==> config.mk <==
export PLATFORM = sky130hd
export DESIGN_NAME = instr_loader
export DESIGN_NICKNAME = d
export VERILOG_FILES = /design/src/rtl/instr_loader.sv
export SDC_FILE = /design/constraint.sdc
export NUM_CORES = 1
export LEC_CHECK = 0
export BUFFER_PORTS_ARGS = -buffer_cell sky130_fd_sc_hd__buf_2
export CAP_MARGIN = 5
export CORE_ASPECT_RATIO = 1.2
export CORE_MARGIN = 3
export CORE_UTILIZATION = 40
export DETAILED_ROUTE_END_ITERATION = 10
export PLACE_DENSITY = 0.65
export REMOVE_ABC_BUFFERS = 1
export SLEW_MARGIN = 20
export SYNTH_ARGS = -nofsm -noshare
export SYNTH_HDL_FRONTEND = slang
export SYNTH_SLANG_ARGS = --single-unit
export TNS_END_PERCENT = 50
==> constraint.sdc <==
create_clock -name clk -period 2.16 [get_ports clk]
set_clock_uncertainty 0.1 [all_clocks]
set_input_delay 0.648 -clock clk [delete_from_list [all_inputs] [get_ports clk]]
set_output_delay 0.648 -clock clk [all_outputs]
set_load 0.01 [all_outputs]
==> src/rtl/instr_loader.sv <==
// Program loader: takes a count header plus MSB-first instruction bytes, writes
// assembled 32-bit words into instruction memory and releases the CPU when done.
module instr_loader #(
  parameter int ADDR_W = 8
) (
  input  logic              clk,
  input  logic              rst_n,
  input  logic              load_start,
  input  logic              load_abort,
  input  logic              byte_valid,
  input  logic [7:0]        byte_data,
  output logic              byte_ready,
  output logic              mem_we,
  output logic [ADDR_W-1:0] mem_addr,
  output logic [31:0]       mem_wdata,
  output logic              cpu_run,
  output logic              load_done,
  output logic              load_err
);

  typedef enum logic [2:0] {
    S_IDLE, S_HDR_HI, S_HDR_LO, S_DATA, S_WRITE, S_DONE, S_ERR
  } state_e;

  // One bit wider than the address so a full-memory program (cnt == DEPTH) is legal.
  localparam logic [16:0] DEPTH = 17'(2 ** ADDR_W);

  state_e              state_q, state_d;
  logic [15:0]         cnt_q, cnt_d;
  logic [31:0]         word_q, word_d;
  logic [1:0]          bidx_q, bidx_d;
  logic [ADDR_W-1:0]   waddr_q, waddr_d;
  logic                mem_we_q, mem_we_d;
  logic [ADDR_W-1:0]   mem_addr_q, mem_addr_d;
  logic [31:0]         mem_wdata_q, mem_wdata_d;
  logic                cpu_run_q, cpu_run_d;
  logic                load_done_q, load_done_d;
  logic                load_err_q, load_err_d;
  logic                xfer;
  logic                loading;

  assign byte_ready = (state_q == S_HDR_HI) || (state_q == S_HDR_LO) || (state_q == S_DATA);
  assign xfer       = byte_valid && byte_ready;
  assign loading    = byte_ready || (state_q == S_WRITE);

  always_comb begin
    // NOTE: every _d gets a default before the case so no path can infer a latch.
    state_d     = state_q;
    cnt_d       = cnt_q;
    word_d      = word_q;
    bidx_d      = bidx_q;
    waddr_d     = waddr_q;
    mem_we_d    = 1'b0;
    mem_addr_d  = mem_addr_q;
    mem_wdata_d = mem_wdata_q;

    case (state_q)
      S_IDLE, S_DONE, S_ERR: begin
        if (load_start) state_d = S_HDR_HI;
      end
      S_HDR_HI: begin
        if (xfer) begin
          cnt_d   = {byte_data, cnt_q[7:0]};
          state_d = S_HDR_LO;
        end
      end
      S_HDR_LO: begin
        if (xfer) begin
          cnt_d   = {cnt_q[15:8], byte_data};
          waddr_d = '0;
          bidx_d  = '0;
          if (cnt_d == 16'd0 || {1'b0, cnt_d} > DEPTH) state_d = S_ERR;
          else                                         state_d = S_DATA;
        end
      end
      S_DATA: begin
        if (xfer) begin
          word_d = {word_q[23:0], byte_data};
          bidx_d = bidx_q + 2'd1;
          if (bidx_q == 2'd3) begin
            state_d     = S_WRITE;
            mem_we_d    = 1'b1;
            mem_addr_d  = waddr_q;
            mem_wdata_d = word_d;
          end
        end
      end
      S_WRITE: begin
        waddr_d = waddr_q + 1'b1;
        if (17'(waddr_q) + 17'd1 == {1'b0, cnt_q}) state_d = S_DONE;
        else                                       state_d = S_DATA;
      end
      default: state_d = S_IDLE;
    endcase

    // Abort wins over any byte accepted in the same cycle; that byte is dropped.
    if (load_abort && loading) begin
      state_d  = S_IDLE;
      mem_we_d = 1'b0;
    end

    cpu_run_d   = (state_d == S_DONE);
    load_done_d = (state_d == S_DONE);
    load_err_d  = (state_d == S_ERR);
  end

  always_ff @(posedge clk or negedge rst_n) begin
    if (!rst_n) begin
      state_q     <= S_IDLE;
      cnt_q       <= '0;
      word_q      <= '0;
      bidx_q      <= '0;
      waddr_q     <= '0;
      mem_we_q    <= 1'b0;
      mem_addr_q  <= '0;
      mem_wdata_q <= '0;
      cpu_run_q   <= 1'b0;
      load_done_q <= 1'b0;
      load_err_q  <= 1'b0;
    end else begin
      // NOTE: non-blocking so every flop samples pre-edge values of the others.
      state_q     <= state_d;
      cnt_q       <= cnt_d;
      word_q      <= word_d;
      bidx_q      <= bidx_d;
      waddr_q     <= waddr_d;
      mem_we_q    <= mem_we_d;
      mem_addr_q  <= mem_addr_d;
      mem_wdata_q <= mem_wdata_d;
      cpu_run_q   <= cpu_run_d;
      load_done_q <= load_done_d;
      load_err_q  <= load_err_d;
    end
  end

  assign mem_we    = mem_we_q;
  assign mem_addr  = mem_addr_q;
  assign mem_wdata = mem_wdata_q;
  assign cpu_run   = cpu_run_q;
  assign load_done = load_done_q;
  assign load_err  = load_err_q;

endmodule
==> out/metrics.cfg <==
[sta]
finalSetupViolations = 0
slew_headroom_pct = 69.4
tightestPinTransition_ns = 0.459
fin_crit_ns = 2.08
finalHoldViolCount = 0
grt_setup_unrepaired = yes
clock.fmax_mhz = 480
setup_tns_ns = 0
fin_crit_sh_pct = 96.4
slew_viol_final = 0
timing.final.ws_setup_ns = 0.0769

[grt]
antenna_found_initial = 0
grt_pass1_wl_mm = 14.4
grt_overflow = 0
grt_pass1_vias = 2796
grtUsageTotal_pct = 15.5
grt_max_degree = 36

[power]
power.internal_uw = 3920
power_switching_uw = 1650
vdd_drop_max_uv = 506
p_per_area_nw_per_um2 = 1100
p_comb_share_pct = 23.9
swShare_pct = 29.7
p_clk_share_pct = 28.9
pwr-share-seq_pct = 47.2
leakagePower_uw = 0.00258

[placed_design]
port_buffers = 57
dp_slack_ns = -0.253
gp_congestion = 0.828
dp.final_hpwl_mm = 6.14

[cells_and_area]
syn_to_final_growth_pct = 21.3
nFillCells = 929
nets = 420
multi_input_area_sq_um = 1640
drive_gt1_share_pct = 45.2
layout_common_cells = dfrtp_1, mux2_2, buf_2
antennaDiodeCount = 0
layout_commonest_cell = dfrtp_1
seqCellArea_sq_um = 2400

[drt]
dr_total_vias = 2756
drcViolationCount = 0
drtIter0Drc = 88
detail-route-antenna-nets = 0
wl_mm = 8.43
via_per_inst = 5.15
wl_per_cell_um = 15.8
drtPass1Iterations = 7

[die]
rows = 40
die_width_um = 99.4
io_pins = 58
die_h_um = 118
start_util_pct = 41.4
core_area_sq_um = 10100
die-area_sq_um = 11700

[synthesis]
synth_seq_cells = 96
ys.warnings.count = 0
async_flop_share_pct = 100
syn_avg_cell_area_sq_um = 12.8
synthFlopType = dfrtp_1
ys_seq_area_share_pct = 57.4
netlist_area_sq_um = 4180
ys_types = 49
synth_edf_count = 0
syn_inst = 326

[worst_setup_path]
required_ns = 2.28
critPathTopFamily = simple AND/OR/NAND/NOR gates
crit_path_top_delay_cell = or4_4
crit_buf_inv = 0
critPathKind = reg2reg
crit_arrival_ns = 2.21
crit_path_cell_trace = or4_4, nor4_4, nand4_1, nor3_2, nand3_1, a32o_2
critPathMaxFanout = 2
startpoint_type = flip-flop
cp_slowest_stage_delay_ns = 0.55
end_kind = flip-flop

[job]
cap_violations = 0

[clock_tree]
cts_setup_buffers = 0
cts_buffers = 9
cts.sinks = 96
cts_root_buffer = clkbuf_16
clkLatencyLatePin_ns = 0.34
cts_max_level = 3
path_clk_slew_ns = 0.07
cts_resized = 0
cts_tree = built
cts.hold.buffers_added = 0
ctsLongestPathBuffers = 2

[status]
status = finished clean

[hold_path]
hold_class = in2async

==> through the flow <==
stage / hold WS, ns / util [%] / power [uW] / cell area [sq um] / instances
after CTS: 0.166 / 50.2 / 5630 / 5070 / 535
final: 0.156 / 50.2 / 5570 / 5070 / 535
after global placement: 0.379 / 47.1 / 3920 / 4760 / 520
after global routing: 0.173 / 50.2 / 5920 / 5070 / 535
after detailed placement: 0.386 / 47.1 / 4000 / 4760 / 520
after floorplan: 0.252 / - / 3470 / 4050 / 308
==> worst reg2reg max path, cell delays in order, from the launching register on <==
cell     delay (ns)
dfrtp_1        0.38
or4_4          0.55
nor4_4         0.20
nand4_1        0.15
nor3_2         0.16
nand3_1        0.14
a32o_2         0.30
==> registers in the layout, indices dropped and copies added, names as in the netlist <==
signal	cells
waddr_q	8
mem_wdata	32
load_done	1
load_err	1
mem_we	1
cnt_q	16
word_q	24
bidx_q	2
mem_addr	8
state_q	3
==> cell type report <==
type	count	share of cell area, %
Clock inverter	4	1.06
Timing Repair Buffer	86	10.9
Multi-Input combinational cell	208	32.3
Tap cell	126	3.11
Clock buffer	11	4.98
Sequential cell	96	47.3
Inverter	4	0.296
==> worst paths after layout <==
check / from / to / slack (ns) / depth (start not counted)
worst max-delay path: cnt_q[12] / state_q[1] / 0.08 / 6
worst min-delay path: rst_n / mem_addr[5] / 0.16 / 1
worst max register to register: cnt_q[12] / state_q[1] / 0.08 / 6
worst min register to register: mem_addr[2] / mem_addr[2] / 0.40 / 1
max in group asynchronous: rst_n / load_err / 1.25 / 2
min in group clk: mem_addr[2] / mem_addr[2] / 0.40 / 1
==> cells by family after synthesis <==
logic type / after synthesis / synth area share [%]
buffers and inverters: 22 / 3.53
DFF: 96 / 57.4
and+or+nand+nor: 84 / 10.2
AOI/OAI and AO/OA: 36 / 5.92
muxes: 72 / 19.4
adders and majority gates: 2 / 0.598
xor gates and xnor gates: 14 / 2.93
==> power groups by stage <==
stage | registers, uW | clock network [uW] | logic, uW
6_report | 2630 | 1610 | 1330
5_1_grt | 2690 | 1730 | 1490
4_1_cts | 2630 | 1650 | 1350
3_5_place_dp | 2660 | 0 | 1340
3_3_place_gp | 2630 | 0 | 1290
2_1_floorplan | 2580 | 0 | 891
==> cells in the mapped netlist, types with 3 or more instances <==
library cell	instances	area [sq um]
a21oi_1	3	15.0
and2_1	3	18.8
buf_2	9	45.0
buf_6	4	45.0
dfrtp_1	96	2400
inv_1	4	15.0
mux2_2	72	811
nand2_1	42	158
nand3_1	6	30.0
nand4_1	4	25.0
nor2_1	9	33.8
nor2b_1	3	18.8
nor3_1	3	15.0
o21ai_0	15	75.1
xnor2_1	9	78.8
xor2_1	5	43.8
==> routing by layer <==
layer	vias to the layer above	GRT usage, %	share of wire (%)
li1	1311	-	-
met1	1393	20.3	43
met2	45	24.7	52
met3	7	4.56	3.9
met4	0	5.12	1.1
met5	-	0	0
Power figures use the tool's default switching activity.
